[src/rtl/cordic_freq_discr_pkg.sv]
// Shared constants and types for the CORDIC frequency discriminator.
package cordic_freq_discr_pkg;

    // CORDIC gain correction factor K = 0.607253 in Q16
    localparam int unsigned K_Q16 = 39797;

    typedef logic signed [31:0] phase_t;
    typedef logic [31:0]        mag_t;

    typedef enum logic {
        PRIME = 1'b0,
        RUN   = 1'b1
    } state_e;

    // (radius * K_Q16 + 0.5 LSB) >> 16, kept to 32 bits
    function automatic mag_t remove_gain(input mag_t radius);
        logic [48:0] prod;
        prod = 49'(radius) * 49'(K_Q16) + 49'(32768);
        return mag_t'(prod >> 16);
    endfunction

endpackage

[src/rtl/cordic_freq_discr_gain_comp.sv]
// Registered CORDIC gain removal; carries valid and angle alongside amp_r.
module cordic_gain_comp
    import cordic_freq_discr_pkg::*;
(
    input  logic        clk_i,
    input  logic        rst_ni,
    input  logic        valid_i,
    input  logic [31:0] angle_i,
    input  logic [31:0] radius_i,
    output logic        valid_o,
    output logic [31:0] angle_o,
    output logic [31:0] amp_o
);

    logic   valid_q;
    phase_t angle_q;
    mag_t   amp_q;

    // Stage 1: capture angle and gain-corrected radius on each accepted sample
    always_ff @(posedge clk_i or negedge rst_ni) begin
        if (!rst_ni) begin
            valid_q <= 1'b0;
            angle_q <= '0;
            amp_q   <= '0;
        end else begin
            valid_q <= valid_i;
            if (valid_i) begin
                angle_q <= angle_i;
                amp_q   <= remove_gain(radius_i);
            end
        end
    end

    assign valid_o = valid_q;
    assign angle_o = angle_q;
    assign amp_o   = amp_q;

endmodule

[src/rtl/cordic_freq_discr.sv]
// Frequency discriminator: wrapped phase difference, averaged and decimated,
// gated by an amplitude squelch.
module cordic_freq_discr
    import cordic_freq_discr_pkg::*;
#(
    parameter int unsigned LOG2_DEC  = 2,
    parameter logic [31:0] SQ_THRESH = 32'd1024
) (
    input  logic        clk,
    input  logic        rst_n,
    input  logic        in_valid,
    input  logic [31:0] angle,
    input  logic [31:0] coe_radius,
    output logic [31:0] freq,
    output logic        freq_valid,
    output logic [31:0] amp,
    output logic        amp_valid,
    output logic        squelch
);

    localparam int unsigned ACC_W = 32 + LOG2_DEC;
    localparam int unsigned CNT_W = (LOG2_DEC > 0) ? LOG2_DEC : 1;
    localparam logic [CNT_W-1:0] CNT_LAST = CNT_W'((1 << LOG2_DEC) - 1);

    logic   s1_valid;
    phase_t s1_angle;
    mag_t   s1_amp;

    cordic_gain_comp u_gain (
        .clk_i    (clk),
        .rst_ni   (rst_n),
        .valid_i  (in_valid),
        .angle_i  (angle),
        .radius_i (coe_radius),
        .valid_o  (s1_valid),
        .angle_o  (s1_angle),
        .amp_o    (s1_amp)
    );

    state_e                   state_q, state_d;
    phase_t                   prev_q, prev_d;
    logic signed [ACC_W-1:0]  acc_q, acc_d;
    logic [CNT_W-1:0]         cnt_q, cnt_d;
    phase_t                   freq_q, freq_d;
    logic                     fv_q, fv_d;
    mag_t                     amp_q, amp_d;
    logic                     av_q, av_d;
    logic                     sq_q, sq_d;

    phase_t                   diff;
    logic signed [ACC_W-1:0]  sum;

    // Wrapped step: 32-bit modular subtraction read as signed handles the +/-180 deg seam
    assign diff = s1_angle - prev_q;
    assign sum  = acc_q + ACC_W'(diff);

    // State and output registers
    always_ff @(posedge clk or negedge rst_n) begin
        if (!rst_n) begin
            state_q <= PRIME;
            prev_q  <= '0;
            acc_q   <= '0;
            cnt_q   <= '0;
            freq_q  <= '0;
            fv_q    <= 1'b0;
            amp_q   <= '0;
            av_q    <= 1'b0;
            sq_q    <= 1'b0;
        end else begin
            state_q <= state_d;
            prev_q  <= prev_d;
            acc_q   <= acc_d;
            cnt_q   <= cnt_d;
            freq_q  <= freq_d;
            fv_q    <= fv_d;
            amp_q   <= amp_d;
            av_q    <= av_d;
            sq_q    <= sq_d;
        end
    end

    // Stage 2: squelch gate, FSM and accumulate/decimate
    always_comb begin
        state_d = state_q;
        prev_d  = prev_q;
        acc_d   = acc_q;
        cnt_d   = cnt_q;
        freq_d  = freq_q;
        fv_d    = 1'b0;
        amp_d   = amp_q;
        av_d    = 1'b0;
        sq_d    = sq_q;
        if (s1_valid) begin
            amp_d = s1_amp;
            av_d  = 1'b1;
            if (s1_amp < SQ_THRESH) begin
                sq_d    = 1'b1;
                acc_d   = '0;
                cnt_d   = '0;
                state_d = PRIME;
            end else begin
                sq_d   = 1'b0;
                prev_d = s1_angle;
                case (state_q)
                    PRIME: state_d = RUN;
                    RUN: begin
                        if (cnt_q == CNT_LAST) begin
                            freq_d = phase_t'(sum >>> LOG2_DEC);
                            fv_d   = 1'b1;
                            acc_d  = '0;
                            cnt_d  = '0;
                        end else begin
                            acc_d = sum;
                            cnt_d = cnt_q + CNT_W'(1);
                        end
                    end
                    default: state_d = PRIME;
                endcase
            end
        end
    end

    assign freq       = freq_q;
    assign freq_valid = fv_q;
    assign amp        = amp_q;
    assign amp_valid  = av_q;
    assign squelch    = sq_q;

endmodule

[config.mk]
export PLATFORM = sky130hd
export DESIGN_NAME = cordic_freq_discr
export DESIGN_NICKNAME = d
export VERILOG_FILES = /design/src/rtl/cordic_freq_discr_pkg.sv /design/src/rtl/cordic_freq_discr_gain_comp.sv /design/src/rtl/cordic_freq_discr.sv
export SDC_FILE = /design/constraint.sdc
export NUM_CORES = 1
export LEC_CHECK = 0
export CORE_MARGIN = 8
export CORE_UTILIZATION = 60
export DETAILED_ROUTE_END_ITERATION = 10
export GPL_ROUTABILITY_DRIVEN = 0
export GPL_TIMING_DRIVEN = 0
export PLACE_DENSITY = 0.83
export SYNTH_ARGS = -nofsm -noshare
export SYNTH_HDL_FRONTEND = slang
export SYNTH_SLANG_ARGS = --single-unit
[constraint.sdc]
create_clock -name clk -period 5.98 [get_ports clk]
set_clock_uncertainty 0.05 [all_clocks]
set_input_delay 1.196 -clock clk [delete_from_list [all_inputs] [get_ports clk]]
set_output_delay 1.196 -clock clk [all_outputs]
set_load 0.01 [all_outputs]
==> flow_summary.ini, run 1 <==
[logic_synthesis]
ys_warn_count = 0
ys_ff_latch = 201
synthDominantCellAreaShare_pct = 25.4
synth_seq_area_share_pct = 25.4
synth.distinct_cells = 73
ys.flop_type = dfrtp_1
synth-edff-count = 0
syn_area_per_cell_um2 = 10.7
yosys-top-cells-area = dfrtp_1 (25%), fa_1 (23%), ha_1 (16%)
synth_area_leader_cell = dfrtp_1
async_reset_ff_share_pct = 100
synth_fp_nets = 2400
syn_area_um2 = 19800
syn_inst = 1849

[die]
ios = 134
core-area_um2 = 32500
dieWidth_um = 198
die_y_um = 198
start_util_pct = 61.0
dieArea_um2 = 39100
num_rows = 66

[setup_path]
rr_startpoint = u_gain.angle_o[0]
cpMostUsedCell = fa_1
startpoint = coe_radius[21]
cp.arrival_ps = 6970
critPathBufInv = 6
end_kind = flop
crit_required_ps = 6350
cp_cell_sequence = buf_8 > clkinvlp_4 > buf_6 > fa_2 > fa_1 > inv_1 > fa_1 > fa_1 > fa_1 > inv_1 > fa_1 > inv_2 > ha_4 > nand4_1 > or4_4 > a21oi_4 > o2111ai_4 > o21ai_4 > nand3_2 > or3b_4 > a41oi_2
critPathKind = in -> reg
ff2ff_path_depth = 23
max_stage_delay_ps = 560
cp_num_cells = 21
cp_max_fo = 5
slowest_stage = or4_4
start_kind = input port
cpLargestDelayFamily = adder cells

[sta]
worst_slack_ps = -616
fin_crit_sh_pct = 110
setup_viol = 26
fmax_ghz = 0.152
min_period_ps = 6600
drv_slew = 0
worst_pin_slew_ps = 860
hold_viol = 0
rsz0062_at_grt = yes
maxSlewHeadroom_pct = 42.7

[layout]
fillCellCount = 2141
multi_input_area_um2 = 14100
insertedDiodeCount = 0
regArea_um2 = 5030
syn2layout_area_growth_pct = 20.8
drive_above_1_share_pct = 19.6
layout_commonest_cell = inv_1
final_area_um2 = 24000
final_core_util_pct = 73.6
mostFrequentLayoutCells = inv_1 (303), ha_1 (226), fa_1 (220)
fin_nets = 2632

[routing]
drtIter0Drc = 714
vias_per_cell = 5.70
wl_per_cell_um = 19.3
vias = 14466
wirelength_mm = 49.1
drtAntennaViolNets = 0
drc_errors = 0
first_pass_iters = 5

[min_path]
whs_path_depth = 0
min_path_type = reg -> reg
worstHoldStart = u_gain.valid_o

[global_routing]
grt_pass1_wl_mm = 80.8
grt_use_total_pct = 25.7
grt_pass1_vias = 16130
grt_max_degree = 122
grt_overflow_total = 0
antenna_found_initial = 2

[cts]
cts_inserted_buffers = 20
clock_path_buffers = 3
htree_levels = 1
clk_pin_slew_ps = 60
cts_hold_buf = 0
root_buffer = clkbuf_16
insertion_delay_ps = 510
tritoncts = yes
clock-sinks = 201

[place]
placedInstanceArea_um2 = 22100
dp_hpwl_mm = 37.0
numPortBuffers = 133

[job]
maxCapViolations = 0

[run_status]
violations = setup timing
status = finished with violations
==> per-layer routing <==
metal	wire [um]	vias up	GRT usage, %
li1	-	6634	-
met1	20700	7254	33.2
met2	23800	427	43.0
met3	2660	147	4.72
met4	1930	4	9.02
met5	23	-	0
==> metrics by stage <==
stage | worst slack (ps) | cells | TNS, ps | hold slack [ps]
after detailed placement | -2130 | 2425 | -49250 | 376
after CTS | -530 | 2517 | -5980 | 389
final | -616 | 2537 | -8710 | 390
after global routing | -814 | 2537 | -13570 | 395
after global placement | -4470 | 2424 | -939300 | 370
after floorplan | -578 | 1849 | -6400 | 302
==> layout make-up <==
cell class / count / area share, %
multi-input cells: 1271 / 58.8
flip-flops and latches: 201 / 21.0
repair buffers: 210 / 8.83
inverters: 347 / 5.72
clock buffers: 25 / 2.33
well taps: 442 / 2.31
clock inverters: 11 / 0.517
plain buffers: 30 / 0.480
==> kinds of logic (layout without fill, tap and decap cells) <==
kind of cell | after synthesis | in the layout | synth area share, %
adder cells (fa/ha/maj) | 484 | 484 | 39.3
buffers and inverters | 377 | 623 | 7.15
AND/OR/NAND/NOR | 242 | 242 | 5.88
AO/OA/AOI/OAI | 349 | 349 | 12.3
XOR/XNOR | 85 | 85 | 3.75
flip-flops | 201 | 201 | 25.4
multiplexers | 111 | 111 | 6.32
==> synth_stat cells (8+ instances only) <==
cell type  number
clkbuf_1       28
a22o_1         27
nor2b_1         8
nand2b_1       11
nor2_1         51
ha_1          252
nand3_1        12
and3_1         15
o21a_1         14
nand4_1        12
a21o_1         62
o21bai_1        8
mux2_2        110
o21ai_0        78
fa_1          232
o21ai_1        15
xnor2_1        59
inv_1         344
dfrtp_1       201
a21oi_1        71
nor3_1         10
nand2_1        92
xor2_1         26
==> flip-flops by register name, summed over array words and instances (netlist names) <==
name,count
freq_valid,1
u_gain.angle_o,32
state_q,1
u_gain.amp_o,32
prev_q,32
acc_q,34
amp_valid,1
amp,32
freq,32
u_gain.valid_o,1
cnt_q,2
squelch,1
==> final timing paths <==
path                                    end  slack [ps]
max                        u_gain.amp_o[29]        -620
min                               amp_valid         390
max reg2reg                        freq[30]         500
min reg2reg                       amp_valid         390
max in group asynchronous        prev_q[25]        4220
min in group asynchronous          freq[18]         620
==> timing repair <==
item                       in CTS  in global routing
setup endpoints to repair      32                 31
buffers inserted               57                 23
gates resized for setup       279                 55
pin swaps                      65                 66
Power of run 1 is left out: the tool's default activity adds up to more than one toggle a clock period on the data nets, which glitch-free logic cannot reach.
==> inputs of run 2 (changes only) <==
--- a/config.mk
+++ b/config.mk
@@ -7,6 +7,7 @@
 export LEC_CHECK = 0
 export CORE_MARGIN = 8
 export CORE_UTILIZATION = 60
+export CTS_BUF_LIST = sky130_fd_sc_hd__clkbuf_16
 export DETAILED_ROUTE_END_ITERATION = 10
 export GPL_ROUTABILITY_DRIVEN = 0
 export GPL_TIMING_DRIVEN = 0
==> run 2 against run 1 <==
The flow still finishes with violations (setup timing). Non-clock buffer count is the same. Die area stayed put. Clock-buffer cell count decreased by 5. First-iteration DRC count grew 8.5%. Worst setup slack barely moved. Worst hold slack got worse by 0.80 ps. Final cell count unchanged. Maximum frequency barely moved. Global-route usage hardly changed. Routed wire length hardly changed.
==> flow_summary.ini, run 2 (same netlist as run 1, synthesis figures left out) <==
[global_routing]
grt_use_total_pct = 25.7
antenna_found_initial = 2
grt_pass1_wl_mm = 80.9
grt_overflow_total = 0
grt_max_degree = 122
grt_pass1_vias = 16137

[layout]
fillCellCount = 2145
fin_nets = 2632
mostFrequentLayoutCells = inv_1 (304), ha_1 (226), fa_1 (220)
regArea_um2 = 5030
largest_register_ffs = 34
largest_register = acc_q
insertedDiodeCount = 0
syn2layout_area_growth_pct = 20.6
stdcell_count = 2537
layout_commonest_cell = inv_1
drive_above_1_share_pct = 19.4
multi_input_area_um2 = 14100

[run_status]
violations = setup timing
status = finished with violations

[job]
maxCapViolations = 0

[place]
dp_hpwl_mm = 37.0
numPortBuffers = 133
placed_cells = 2425

[sta]
worst_slack_ps = -616
hold_viol = 0
min_period_ps = 6600
setup_tns_ps = -8770
setup_viol = 25
worst_pin_slew_ps = 862
fin_crit_sh_pct = 110
fmax_ghz = 0.152
rsz0062_at_grt = yes
maxSlewHeadroom_pct = 42.6
drv_slew = 0

[routing]
vias_per_cell = 5.72
wirelength_mm = 49.1
drtAntennaViolNets = 0
drc_errors = 0
vias = 14522
drtIter0Drc = 775
first_pass_iters = 5
wl_per_cell_um = 19.3

[cts]
insertion_delay_ps = 510
clk_pin_slew_ps = 60
tritoncts = yes
clock_path_buffers = 3
htree_levels = 1
cts_inserted_buffers = 20
clock-sinks = 201
root_buffer = clkbuf_16
cts_hold_buf = 0

[die]
ios = 134
num_rows = 66
die_y_um = 198
dieWidth_um = 198
start_util_pct = 61.0
dieArea_um2 = 39100
core-area_um2 = 32500

[setup_path]
cp.arrival_ps = 6970
critPathKind = in -> reg
start_kind = input port
cp_max_fo = 5
crit_required_ps = 6350
end_kind = flop

[min_path]
min_path_type = reg -> reg
[run 2: cell types whose count changed in the layout (fill, tap and decap cells not counted)]
cell,previous run,this run
clkbuf_1,29,28
inv_1,303,304
clkinv_1,1,5
clkbuf_8,4,0
[run 2: stage by stage]
step / hold WS, ps / cell area, um^2 / utilization [%] / setup slack [ps]
2_1_floorplan: 302 / 20200 / - / -578
3_3_place_gp: 370 / 22100 / 67.8 / -4470
3_5_place_dp: 376 / 22100 / 67.9 / -2130
4_1_cts: 389 / 23500 / 72.3 / -530
5_1_grt: 394 / 23900 / 73.5 / -814
6_report: 389 / 23900 / 73.5 / -616
[run 2: path summary, 6_finish.rpt]
path	from	to	slack [ps]	cells past startpoint
setup / recovery	coe_radius[21]	u_gain.amp_o[29]	-620	21
hold / removal	u_gain.valid_o	amp_valid	390	0
setup reg to reg	u_gain.angle_o[0]	freq[30]	520	23
hold reg to reg	u_gain.valid_o	amp_valid	390	0
max in group asynchronous	rst_n	prev_q[30]	4250	2
min in group asynchronous	rst_n	freq[18]	630	1
[run 2: final cells by class]
| cell class | count | area share [%] |
|---|---|---|
| buffer | 30 | 0.481 |
| clock buffer | 20 | 2.09 |
| clock inverter | 16 | 0.596 |
| inverter | 347 | 5.73 |
| multi-input combinational | 1271 | 58.9 |
| sequential | 201 | 21.0 |
| tap | 442 | 2.31 |
| timing repair buffer | 210 | 8.85 |
[run 2: critical path, cell delays in order]
cell	delay [ps]
buf_8	120
clkinvlp_4	150
buf_6	150
fa_2	530
fa_1	420
inv_1	90
fa_1	460
fa_1	420
fa_1	520
inv_1	50
fa_1	490
inv_2	50
ha_4	300
nand4_1	120
or4_4	560
a21oi_4	190
o2111ai_4	200
o21ai_4	240
nand3_2	130
or3b_4	410
a41oi_2	180
[run 2: per-layer routing]
metal / global-route usage [%] / vias to the layer above / wire (um)
met4: 9.04 / 4 / 1950
met5: 0 / - / 23
met2: 43.1 / 429 / 23700
met3: 4.72 / 149 / 2640
li1: - / 6631 / -
met1: 33.2 / 7309 / 20700
[run 2: what timing repair did]
item / 4_1_cts / 5_1_grt
setup buffers: 57 / 23
resized for setup: 279 / 55
setup endpoints to repair: 32 / 31
hold endpoints to repair: 0 / 0
pin swaps: 65 / 66
gates cloned: 0 / 0
Power of run 2 is left out for the same reason.
